<file path="src/rtl/top_mul_pkg.sv">
// Shared types and helpers for the pipelined multiply / MAC lane.
// sat_add is only referenced when TOP_MUL_SAT_EN is defined.
package top_mul_pkg;

  typedef struct packed {
    logic valid;
    logic acc_en;
    logic acc_first;
  } stage_ctl_t;

  localparam int SAT_W = 64;

  function automatic int prod_width(input int a_w, input int b_w);
    return a_w + b_w;
  endfunction

  // Operands arrive already extended to SAT_W; the result is clamped to the w-bit range.
  // Bit SAT_W of the return value flags that a clamp happened.
  function automatic logic [SAT_W:0] sat_add(input logic [SAT_W-1:0] a,
                                             input logic [SAT_W-1:0] b,
                                             input int w, input logic sgn);
    logic signed [SAT_W+1:0] s, hi, lo;
    localparam logic signed [SAT_W+1:0] ONE = 1;
    if (sgn) s = $signed({{2{a[SAT_W-1]}}, a}) + $signed({{2{b[SAT_W-1]}}, b});
    else     s = $signed({2'b00, a}) + $signed({2'b00, b});
    hi = sgn ? (ONE <<< (w - 1)) - ONE : (ONE <<< w) - ONE;
    lo = sgn ? -(ONE <<< (w - 1)) : '0;
    if (s > hi) return {1'b1, hi[SAT_W-1:0]};
    if (s < lo) return {1'b1, lo[SAT_W-1:0]};
    return {1'b0, s[SAT_W-1:0]};
  endfunction

endpackage

</file>
<file path="src/rtl/top_mul_pipe_delay.sv">
// ce-gated shift register, DEPTH stages of W bits; DEPTH 0 is a plain wire.
module top_mul_pipe_delay #(
  parameter int W     = 1,
  parameter int DEPTH = 1
) (
  input  logic         clk,
  input  logic         reset,
  input  logic         ce,
  input  logic [W-1:0] d,
  output logic [W-1:0] q
);

  generate
    if (DEPTH == 0) begin : g_wire
      logic unused_ctl;
      assign unused_ctl = ^{clk, reset, ce};
      assign q = d;
    end else begin : g_sr
      logic [DEPTH-1:0][W-1:0] sr;
      always_ff @(posedge clk) begin
        if (reset) begin
          sr <= '0;
        end else if (ce) begin
          sr[0] <= d;
          for (int i = 1; i < DEPTH; i++) sr[i] <= sr[i-1];
        end
      end
      assign q = sr[DEPTH-1];
    end
  endgenerate

endmodule

</file>
<file path="src/rtl/top_mul_pipe_mac.sv">
// Pipelined multiply / multiply-accumulate lane with valid tracking.
// Define TOP_MUL_SAT_EN for saturating accumulation with a sticky ovf flag.
module top_mul_pipe_mac
  import top_mul_pkg::*;
#(
  parameter int DIN0_WIDTH  = 9,
  parameter int DIN1_WIDTH  = 12,
  parameter int DOUT_WIDTH  = 24,
  parameter int NUM_STAGE   = 2,
  parameter int SIGNED_MODE = 0
) (
  input  logic                  clk,
  input  logic                  reset,
  input  logic                  ce,
  input  logic                  in_valid,
  input  logic [DIN0_WIDTH-1:0] din0,
  input  logic [DIN1_WIDTH-1:0] din1,
  input  logic                  acc_en,
  input  logic                  acc_first,
  output logic                  out_valid,
  output logic [DOUT_WIDTH-1:0] dout,
  output logic                  ovf
);

  localparam int PW = prod_width(DIN0_WIDTH, DIN1_WIDTH);
  localparam int CW = $bits(stage_ctl_t);
  localparam int DW = DOUT_WIDTH + CW;

  generate
    if (DOUT_WIDTH < PW) begin : g_err_width
      $error("DOUT_WIDTH must be >= DIN0_WIDTH + DIN1_WIDTH");
    end
    if (NUM_STAGE < 2) begin : g_err_stage
      $error("NUM_STAGE must be >= 2");
    end
  endgenerate

  logic [DIN0_WIDTH-1:0] a_r;
  logic [DIN1_WIDTH-1:0] b_r;
  stage_ctl_t            ctl_r;

  always_ff @(posedge clk) begin
    if (reset) begin
      a_r   <= '0;
      b_r   <= '0;
      ctl_r <= '0;
    end else if (ce) begin
      a_r   <= din0;
      b_r   <= din1;
      ctl_r <= '{valid: in_valid, acc_en: acc_en, acc_first: acc_first};
    end
  end

  // Operands are extended to the full product width so one PW-bit multiply is exact.
  logic [PW-1:0]         opa, opb, prod;
  logic [DOUT_WIDTH-1:0] prod_x;

  generate
    if (SIGNED_MODE != 0) begin : g_sgn
      assign opa    = PW'($signed(a_r));
      assign opb    = PW'($signed(b_r));
      assign prod_x = DOUT_WIDTH'($signed(prod));
    end else begin : g_uns
      assign opa    = PW'(a_r);
      assign opb    = PW'(b_r);
      assign prod_x = DOUT_WIDTH'(prod);
    end
  endgenerate

  assign prod = opa * opb;

  logic [DW-1:0]         dly_q;
  stage_ctl_t            ctl_f;
  logic [DOUT_WIDTH-1:0] prod_f;

  top_mul_pipe_delay #(.W(DW), .DEPTH(NUM_STAGE - 2)) u_dly (
    .clk   (clk),
    .reset (reset),
    .ce    (ce),
    .d     ({ctl_r, prod_x}),
    .q     (dly_q)
  );

  assign {ctl_f, prod_f} = dly_q;

  logic                  restart;
  logic [DOUT_WIDTH-1:0] acc_next;

  assign restart = !ctl_f.acc_en || ctl_f.acc_first;

`ifdef TOP_MUL_SAT_EN
  generate
    if (DOUT_WIDTH > SAT_W) begin : g_err_sat
      $error("DOUT_WIDTH too wide for saturating accumulate");
    end
  endgenerate

  logic [SAT_W-1:0] acc_w, prod_w;
  logic [SAT_W:0]   sat_r;

  assign acc_w    = (SIGNED_MODE != 0) ? SAT_W'($signed(dout))   : SAT_W'(dout);
  assign prod_w   = (SIGNED_MODE != 0) ? SAT_W'($signed(prod_f)) : SAT_W'(prod_f);
  assign sat_r    = sat_add(acc_w, prod_w, DOUT_WIDTH, SIGNED_MODE != 0);
  assign acc_next = sat_r[DOUT_WIDTH-1:0];

  always_ff @(posedge clk) begin
    if (reset) begin
      ovf <= 1'b0;
    end else if (ce && ctl_f.valid) begin
      if (restart)             ovf <= 1'b0;
      else if (sat_r[SAT_W])   ovf <= 1'b1;
    end
  end
`else
  assign acc_next = dout + prod_f;
  assign ovf      = 1'b0;
`endif

  // Accumulator feedback lives only in this register, so back-to-back beats need no interlock.
  always_ff @(posedge clk) begin
    if (reset) begin
      out_valid <= 1'b0;
      dout      <= '0;
    end else if (ce) begin
      out_valid <= ctl_f.valid;
      if (ctl_f.valid) dout <= restart ? prod_f : acc_next;
    end
  end

endmodule

</file>
<file path="config.mk">
export PLATFORM = sky130hd
export DESIGN_NAME = top_mul_pipe_mac
export DESIGN_NICKNAME = d
export VERILOG_FILES = /design/src/rtl/top_mul_pkg.sv /design/src/rtl/top_mul_pipe_delay.sv /design/src/rtl/top_mul_pipe_mac.sv
export SDC_FILE = /design/constraint.sdc
export NUM_CORES = 1
export LEC_CHECK = 0
export ABC_AREA = 1
export CAP_MARGIN = 20
export CORE_MARGIN = 2
export CORE_UTILIZATION = 70
export CTS_CLUSTER_SIZE = 20
export DETAILED_ROUTE_END_ITERATION = 7
export DONT_BUFFER_PORTS = 1
export HOLD_SLACK_MARGIN = 0.02
export PLACE_DENSITY = 0.95
export SYNTH_ARGS = -nofsm -noshare
export SYNTH_HDL_FRONTEND = slang
export SYNTH_HIERARCHICAL = 1
export SYNTH_SLANG_ARGS = --single-unit
</file>
<file path="constraint.sdc">
create_clock -name clk -period 8.9 [get_ports clk]
set_clock_uncertainty 0.2 [all_clocks]
set_input_delay 0.89 -clock clk [delete_from_list [all_inputs] [get_ports clk]]
set_output_delay 0.89 -clock clk [all_outputs]
set_load 0.05 [all_outputs]
</file>
==> load_flow_metrics.sql, run 1 <==
INSERT INTO impl_metrics (metric_group, metric, value, unit) VALUES
('run_status', 'run_status', 'completed', ''),
('route', 'detail-route-antenna-nets', '0', ''),
('route', 'drtIter0Drc', '397', ''),
('sta', 'timing.final.crit_share', '68.1', '%'),
('floorplan', 'core_footprint', '10300', 'um2'),
('final_layout', 'layout-area-overhead-vs-synth', '-0.834', '%'),
('sta', 'maxSlewViolCount', '0', ''),
('synthesis', 'synth_common_cells', 'sky130_fd_sc_hd__nand2_1 (310), sky130_fd_sc_hd__inv_1 (256), sky130_fd_sc_hd__nor2_1 (112)', ''),
('global_routing', 'grt_start_max_net_pins', '42', ''),
('final_layout', 'multiInputGateArea', '5060', 'um2'),
('sta', 'unrepaired_setup_endpoints_after_global_routing', 'no', ''),
('synthesis', 'avgSynthCellArea', '6.44', 'um2'),
('clocking', 'cts_htree_levels', '2', ''),
('synthesis', 'synth-async-reset-ratio', '0', '%'),
('floorplan', 'design.die.area', '11300', 'um2'),
('hold_path', 'worst_hold_path.endpoint', 'ctl_r[1]', ''),
('route', 'wirelength', '17000', 'um'),
('clocking', 'cts_resizes', '0', ''),
('sta', 'setup_tns', '0', 'ns'),
('global_routing', 'groute.usage.overall', '32.0', '%'),
('sta', 'worst_hold_slack', '0.318', 'ns'),
('route', 'routedWlPerCell', '13.9', 'um'),
('sta', 'post-route-worst-setup-slack', '2.84', 'ns'),
('floorplan', 'io_pins', '53', ''),
('place', 'gp_routability_congestion', '0.961', ''),
('final_layout', 'final_nets', '1250', ''),
('worst_setup_path', 'ff2ff_path_depth', '26', ''),
('sta', 'max_freq', '165', 'MHz'),
('worst_setup_path', 'r2r_start', 'a_r[8]', ''),
('sta', 'timing_worst_slew_pin_value', '0.727', 'ns'),
('floorplan', 'initial_utilization', '71.6', '%'),
('clocking', 'ctsHoldBuffers', '0', ''),
('global_routing', 'first_global_vias', '6471', ''),
('clocking', 'numCtsBuffers', '5', ''),
('place', 'hpwl', '13700', 'um'),
('synthesis', 'cell_type_with_the_largest_total_area_after_synthesis', 'sky130_fd_sc_hd__fa_1', ''),
('synthesis', 'post_synthesis_instance_area', '7350', 'um2'),
('sta', 'slew-limit-headroom', '51.5', '%'),
('power_and_ir_drop', 'power-per-cell-area', '108', 'nW/um2'),
('final_layout', 'antenna_cells', '0', ''),
('worst_setup_path', 'critical_path_peak_fanout', '13', ''),
('final_layout', 'sequential_cell_area', '981', 'um2'),
('synthesis', 'ys_warn_count', '6', ''),
('place', 'port_buffers', '0', ''),
('synthesis', 'netlist_top_cells_area', 'sky130_fd_sc_hd__fa_1 (20%), sky130_fd_sc_hd__nand2_1 (16%), sky130_fd_sc_hd__dfxtp_1 (13%)', ''),
('clocking', 'clk_latency', '0.34', 'ns'),
('clocking', 'clock_tree_from_tritoncts', 'done', ''),
('power_and_ir_drop', 'irDropWorstVdd', '0.0906', 'mV'),
('global_routing', 'grt_antenna_before_repair', '0', ''),
('clocking', 'cts-root-buf', 'sky130_fd_sc_hd__clkbuf_8', ''),
('power_and_ir_drop', 'power.leakage', '0.00435', 'uW'),
('synthesis', 'seq_area_frac_synth', '13.3', '%'),
('worst_setup_path', 'worst-endpoint-required', '8.93', 'ns'),
('clocking', 'cts_post_setup_buffers_inserted', '0', ''),
('sta', 'setup_viol', '0', ''),
('worst_setup_path', 'crit_type', 'reg -> reg', ''),
('route', 'route.detailed.vias_per_inst', '5.33', ''),
('synthesis', 'yosys.cell_types.count', '30', ''),
('final_layout', 'filler_cells', '855', ''),
('place', 'worst_case_setup_slack_after_placement', '2.90', 'ns'),
('floorplan', 'row_count', '37', ''),
('hold_path', 'worstHoldPathType', 'reg -> reg', ''),
('worst_setup_path', 'regToRegEndpoint', 'dout[14]', ''),
('route', 'route.detailed.drc', '0', ''),
('worst_setup_path', 'worst-r2r-setup-slack', '2.84', 'ns'),
('clocking', 'clk_transition_reported_paths', '0.10', 'ns'),
('route', 'drt-pass1-iter-count', '5', ''),
('floorplan', 'die-width', '107', 'um'),
('route', 'num_vias', '6530', ''),
('synthesis', 'synth_enable_flop_cells', '0', ''),
('synthesis', 'yosys_most_used_dff', 'sky130_fd_sc_hd__dfxtp_1', '');
## how the worst max path moves through the flow
stage,start,to,slack [ns]
after floorplan,a_r[8],dout[14],3.28
after global placement,a_r[8],dout[14],2.93
after detailed placement,a_r[8],dout[14],2.90
after CTS,a_r[8],dout[14],2.87
after global routing,a_r[8],dout[14],2.36
final,a_r[8],dout[14],2.84
## cell usage in the layout (no fill, tap or decap), types with 2 or more instances in the layout
cell type | synthesis | layout
sky130_fd_sc_hd__nand2_1 | 310 | 310
sky130_fd_sc_hd__inv_1 | 256 | 256
sky130_fd_sc_hd__nor2_1 | 112 | 111
sky130_fd_sc_hd__fa_1 | 72 | 72
sky130_fd_sc_hd__ha_1 | 64 | 64
sky130_fd_sc_hd__a21oi_1 | 55 | 55
sky130_fd_sc_hd__dfxtp_1 | 49 | 49
sky130_fd_sc_hd__nand3_1 | 46 | 46
sky130_fd_sc_hd__o21ai_0 | 42 | 42
sky130_fd_sc_hd__xor2_1 | 14 | 14
sky130_fd_sc_hd__xnor2_1 | 9 | 9
sky130_fd_sc_hd__nand2_2 | 9 | 9
sky130_fd_sc_hd__nand4_1 | 8 | 8
sky130_fd_sc_hd__nor2_2 | 7 | 8
sky130_fd_sc_hd__clkbuf_8 | 0 | 7
sky130_fd_sc_hd__o211ai_1 | 4 | 4
sky130_fd_sc_hd__conb_1 | 1 | 4
sky130_fd_sc_hd__a21oi_2 | 3 | 3
sky130_fd_sc_hd__nor3_1 | 3 | 3
sky130_fd_sc_hd__nor2_4 | 2 | 2
sky130_fd_sc_hd__inv_2 | 2 | 2
sky130_fd_sc_hd__buf_4 | 28 | 2
## flip-flops by register name, summed over array words and instances, names as in the netlist
register / count
a_r: 9
dout: 24
b_r: 12
out_valid: 1
ctl_r: 3
## routing by layer
layer / share of wire (%) / vias to the layer above / global-route usage, %
li1: - / 3263 / -
met1: 41 / 2962 / 38.7
met2: 48 / 247 / 56.2
met3: 6.7 / 58 / 5.46
met4: 3.9 / 0 / 13.5
met5: 0 / - / 0
## layout make-up
type | instances | share of cell area, %
clock buffers | 7 | 1.32
clock inverters | 1 | 0.0686
inverters | 258 | 13.3
multi-input cells | 771 | 69.3
flip-flops and latches | 49 | 13.5
well taps | 136 | 2.33
repair buffers | 2 | 0.206
## report_power, final
group | internal (uW) | switching (uW)
combinational | 126 | 228
sequential | 232 | 48.3
clock | 70.5 | 85.2
## logic make-up (layout without fill, tap and decap cells)
family / Yosys count / count (layout) / share of synthesized area (%)
AOI/OAI and AO/OA: 108 / 108 / 7.76
adders and majority gates: 136 / 136 / 30.5
xor gates and xnor gates: 23 / 23 / 2.74
DFF: 49 / 49 / 13.3
and+or+nand+nor: 500 / 500 / 27.5
buffers and inverters: 325 / 268 / 18.1
other: 1 / 4 / 0.0510
## critical path, stage by stage (launching register included)
cell	delay, ns
sky130_fd_sc_hd__dfxtp_1	0.58
sky130_fd_sc_hd__nand2_1	0.14
sky130_fd_sc_hd__fa_1	0.52
sky130_fd_sc_hd__fa_1	0.56
sky130_fd_sc_hd__inv_1	0.06
sky130_fd_sc_hd__fa_1	0.53
sky130_fd_sc_hd__inv_1	0.05
sky130_fd_sc_hd__fa_1	0.53
sky130_fd_sc_hd__inv_1	0.05
sky130_fd_sc_hd__ha_1	0.34
sky130_fd_sc_hd__a21oi_1	0.20
sky130_fd_sc_hd__o21ai_0	0.13
sky130_fd_sc_hd__a21oi_1	0.23
sky130_fd_sc_hd__nand3b_1	0.15
sky130_fd_sc_hd__nand3_1	0.08
sky130_fd_sc_hd__xor2_1	0.24
sky130_fd_sc_hd__ha_1	0.34
sky130_fd_sc_hd__nand2_1	0.15
sky130_fd_sc_hd__inv_1	0.07
sky130_fd_sc_hd__a21oi_1	0.22
sky130_fd_sc_hd__nand2_1	0.15
sky130_fd_sc_hd__inv_1	0.07
sky130_fd_sc_hd__nand2_1	0.06
sky130_fd_sc_hd__nand2_1	0.06
sky130_fd_sc_hd__nand2_1	0.04
sky130_fd_sc_hd__o21ai_0	0.15
sky130_fd_sc_hd__a21oi_1	0.08
## metrics by stage
stage,area [um2],power [uW]
floorplan,7370,594
global placement,7190,620
detailed placement,7190,635
CTS,7290,788
global route,7290,855
finish,7290,791
No activity file was read; power rests on OpenSTA's default activity.
==> run 2: changes to the inputs <==
--- a/config.mk
+++ b/config.mk
@@ -8,12 +8,12 @@
 export ABC_AREA = 1
 export CAP_MARGIN = 20
 export CORE_MARGIN = 2
-export CORE_UTILIZATION = 70
+export CORE_UTILIZATION = 67
 export CTS_CLUSTER_SIZE = 20
 export DETAILED_ROUTE_END_ITERATION = 7
 export DONT_BUFFER_PORTS = 1
 export HOLD_SLACK_MARGIN = 0.02
-export PLACE_DENSITY = 0.95
+export PLACE_DENSITY = 0.92
 export SYNTH_ARGS = -nofsm -noshare
 export SYNTH_HDL_FRONTEND = slang
 export SYNTH_HIERARCHICAL = 1
==> constraint.sdc (replaced) <==
create_clock -name clk -period 5.6 [get_ports clk]
set_clock_uncertainty 0.2 [all_clocks]
set_input_delay 0.56 -clock clk [delete_from_list [all_inputs] [get_ports clk]]
set_output_delay 0.56 -clock clk [all_outputs]
set_load 0.05 [all_outputs]
==> run 2 against run 1 <==
The run now ends with DRC, setup timing left. Core utilization increased by 12 points. First-iteration DRC count increased to 2.9 times the previous value. Count of clock-buffer cells in the layout decreased by 2. Die area increased by 4.3%. Register-to-register slack got worse by 3.2 ns. Wire length increased by 60%. Via count increased by 26%. Global-route usage increased by 2.8 points. Sequential share of layout area decreased by 1.8 points. Non-clock buffer count increased by 91. Largest power group unchanged. Highest routed layer unchanged.
==> load_flow_metrics.sql, run 2 (synthesis gave the netlist of run 1 again) <==
INSERT INTO impl_metrics (metric_group, metric, value, unit) VALUES
('global_routing', 'grt_start_max_net_pins', '42', ''),
('final_layout', 'post_route_cells_drive_above_1_share', '25.0', '%'),
('route', 'detail-route-antenna-nets', '0', ''),
('run_status', 'violations', 'DRC, setup timing', ''),
('global_routing', 'groute.usage.overall', '34.8', '%'),
('worst_setup_path', 'critical_path.startpoint_type', 'flip-flop', ''),
('power_and_ir_drop', 'power.share.sequential', '25.7', '%'),
('clocking', 'clock_tree_from_tritoncts', 'done', ''),
('final_layout', 'largest_register_ffs', '24', ''),
('hold_path', 'worstHoldPathType', 'in -> reg', ''),
('floorplan', 'core_footprint', '10800', 'um2'),
('worst_setup_path', 'crit_type', 'reg -> reg', ''),
('job', 'number_of_violations_of_the_max_capacitance_limit', '0', ''),
('clocking', 'clk_transition_reported_paths', '0.12', 'ns'),
('clocking', 'numCtsBuffers', '5', ''),
('clocking', 'clk_latency', '0.36', 'ns'),
('sta', 'timing.final.crit_share', '107', '%'),
('sta', 'finalCriticalPeriod', '6.01', 'ns'),
('final_layout', 'final_nets', '1341', ''),
('floorplan', 'row_count', '38', ''),
('route', 'num_vias', '8239', ''),
('sta', 'hold_violations', '0', ''),
('power_and_ir_drop', 'power_switching_share', '48.5', '%'),
('sta', 'timing_worst_slew_pin_value', '0.819', 'ns'),
('worst_setup_path', 'worst-endpoint-required', '5.66', 'ns'),
('floorplan', 'io_pins', '53', ''),
('route', 'drtIter0Drc', '1137', ''),
('sta', 'max_freq', '166', 'MHz'),
('global_routing', 'grt_antenna_before_repair', '1', ''),
('worst_setup_path', 'critical_path_peak_fanout', '4', ''),
('route', 'route.detailed.drc', '3', ''),
('place', 'hpwl', '15000', 'um'),
('place', 'gp_routability_congestion', '0.942', ''),
('final_layout', 'layout_commonest_cell', 'sky130_fd_sc_hd__nand2_1', ''),
('floorplan', 'die-height', '109', 'um'),
('global_routing', 'global_route_wire_length_before_repair', '32400', 'um'),
('power_and_ir_drop', 'power.leakage', '0.00500', 'uW'),
('sta', 'maxSlewViolCount', '0', ''),
('power_and_ir_drop', 'proportion_of_power_drawn_by_combinational_gates', '59.1', '%'),
('final_layout', 'layout-area-overhead-vs-synth', '21.5', '%'),
('sta', 'post-route-worst-setup-slack', '-0.407', 'ns'),
('power_and_ir_drop', 'totalPowerFinal', '1690', 'uW'),
('clocking', 'cts-root-buf', 'sky130_fd_sc_hd__clkbuf_8', ''),
('place', 'port_buffers', '0', ''),
('global_routing', 'grt.overflow.total', '0', ''),
('clocking', 'cts_htree_levels', '2', ''),
('final_layout', 'biggestRegsByFlops', 'dout: 24 flops, b_r: 12 flops, a_r: 9 flops', ''),
('route', 'routedWlPerCell', '20.6', 'um'),
('final_layout', 'filler_cells', '560', ''),
('clocking', 'ctsHoldBuffers', '0', ''),
('floorplan', 'design.die.area', '11800', 'um2'),
('sta', 'slew-limit-headroom', '45.3', '%'),
('sta', 'unrepaired_setup_endpoints_after_global_routing', 'yes', ''),
('sta', 'setup_tns', '-3.12', 'ns'),
('route', 'drt-pass1-iter-count', '8', ''),
('clocking', 'clock_sink_count', '49', ''),
('place', 'placed_cells_incl_taps', '1285', ''),
('final_layout', 'antenna_cells', '0', ''),
('clocking', 'cts_buffer_depth', '2', ''),
('final_layout', 'layout.cell_area.non_filler', '8930', 'um2'),
('route', 'route.detailed.vias_per_inst', '6.25', ''),
('worst_setup_path', 'critical_path.endpoint_type', 'flip-flop', ''),
('final_layout', 'regMostFlops', 'dout', ''),
('floorplan', 'die-width', '109', 'um'),
('power_and_ir_drop', 'power.net_switching', '819', 'uW'),
('power_and_ir_drop', 'power-per-cell-area', '189', 'nW/um2'),
('run_status', 'run_status', 'finished, violations left', ''),
('power_and_ir_drop', 'clockPowerShare', '15.2', '%'),
('final_layout', 'leading_cell_types_in_the_layout_fill_and_taps_excluded', 'sky130_fd_sc_hd__nand2_1 (265), sky130_fd_sc_hd__inv_1 (239), sky130_fd_sc_hd__nor2_1 (97), sky130_fd_sc_hd__buf_4 (79), sky130_fd_sc_hd__fa_1 (67)', ''),
('worst_setup_path', 'worst-endpoint-arrival', '6.07', 'ns'),
('sta', 'setup_viol', '13', ''),
('place', 'place_area', '7720', 'um2'),
('route', 'wirelength', '27200', 'um'),
('global_routing', 'first_global_vias', '7330', ''),
('sta', 'worst_hold_slack', '0.0444', 'ns'),
('power_and_ir_drop', 'internal_power', '870', 'uW'),
('power_and_ir_drop', 'irDropWorstVdd', '0.236', 'mV'),
('final_layout', 'layout.cells.non_filler', '1319', ''),
('floorplan', 'initial_utilization', '68.1', '%');
run 2: what timing repair did:
action	in CTS	in global routing
pin swaps	11	98
buffers inserted	3	23
setup endpoints to repair	13	14
gates resized for setup	47	183
run 2: final timing paths:
| kind | start | end | slack [ns] | cells after the start |
|---|---|---|---|---|
| worst max-delay path | a_r[2] | dout[18] | -0.41 | 27 |
| worst min register to register | ctl_r[2] | ctl_r[2] | 0.33 | 2 |
| worst min-delay path | reset | out_valid | 0.04 | 1 |
| worst max register to register | a_r[2] | dout[18] | -0.41 | 27 |
run 2: power groups by stage:
stage	Combinational, uW	Sequential [uW]	Clock (uW)
after floorplan	526	419	0
after global placement	646	439	0
after detailed placement	681	440	0
after CTS	718	432	250
after global routing	1060	436	263
final	999	434	257
run 2: final cells by class:
cell class / count / area, um2 / area share (%)
Tap cell: 140 / 175 / 1.96
Timing Repair Buffer: 93 / 786 / 8.80
Inverter: 258 / 968 / 10.8
Multi-Input combinational cell: 771 / 5860 / 65.6
Clock buffer: 5 / 68.8 / 0.770
Clock inverter: 3 / 28.8 / 0.322
Sequential cell: 49 / 1040 / 11.7
run 2: worst max-delay path, stage by stage, from the launching register on:
cell and delay, ns:
sky130_fd_sc_hd__dfxtp_4 0.41, sky130_fd_sc_hd__nand2_2 0.09, sky130_fd_sc_hd__fa_1 0.61, sky130_fd_sc_hd__inv_1 0.10, sky130_fd_sc_hd__fa_1 0.54, sky130_fd_sc_hd__inv_1 0.09
sky130_fd_sc_hd__fa_1 0.49, sky130_fd_sc_hd__fa_1 0.56, sky130_fd_sc_hd__inv_2 0.05, sky130_fd_sc_hd__ha_4 0.30, sky130_fd_sc_hd__nand2_2 0.09, sky130_fd_sc_hd__nor2_2 0.25
sky130_fd_sc_hd__nand3_2 0.13, sky130_fd_sc_hd__nand4_1 0.23, sky130_fd_sc_hd__nand3_1 0.16, sky130_fd_sc_hd__nand3_2 0.11, sky130_fd_sc_hd__xor2_2 0.24, sky130_fd_sc_hd__ha_4 0.27
sky130_fd_sc_hd__nand2_1 0.07, sky130_fd_sc_hd__nand2_1 0.08, sky130_fd_sc_hd__inv_1 0.09, sky130_fd_sc_hd__nand2_1 0.12, sky130_fd_sc_hd__nor2_1 0.24, sky130_fd_sc_hd__nand2_1 0.10
sky130_fd_sc_hd__nand2_1 0.08, sky130_fd_sc_hd__nand3_1 0.07, sky130_fd_sc_hd__nand2_1 0.08, sky130_fd_sc_hd__a21oi_1 0.06
run 2: routing by layer:
metal  track usage [%]  share of wire (%)  vias to the layer above  wire (um)
li1                  -                  -                     3434          -
met1              39.7                 32                     3660       8810
met2              62.9                 45                      816      12200
met3              5.26                 12                      329       3220
met4              17.5                 11                        0       2990
met5                 0                  0                        -          0
run 2: through the flow:
stage | worst slack, ns | util, %
floorplan | 0.0351 | -
global placement | -0.106 | 71.6
detailed placement | -0.226 | 71.6
CTS | -0.00497 | 74.3
global route | -0.646 | 82.8
finish | -0.407 | 82.8
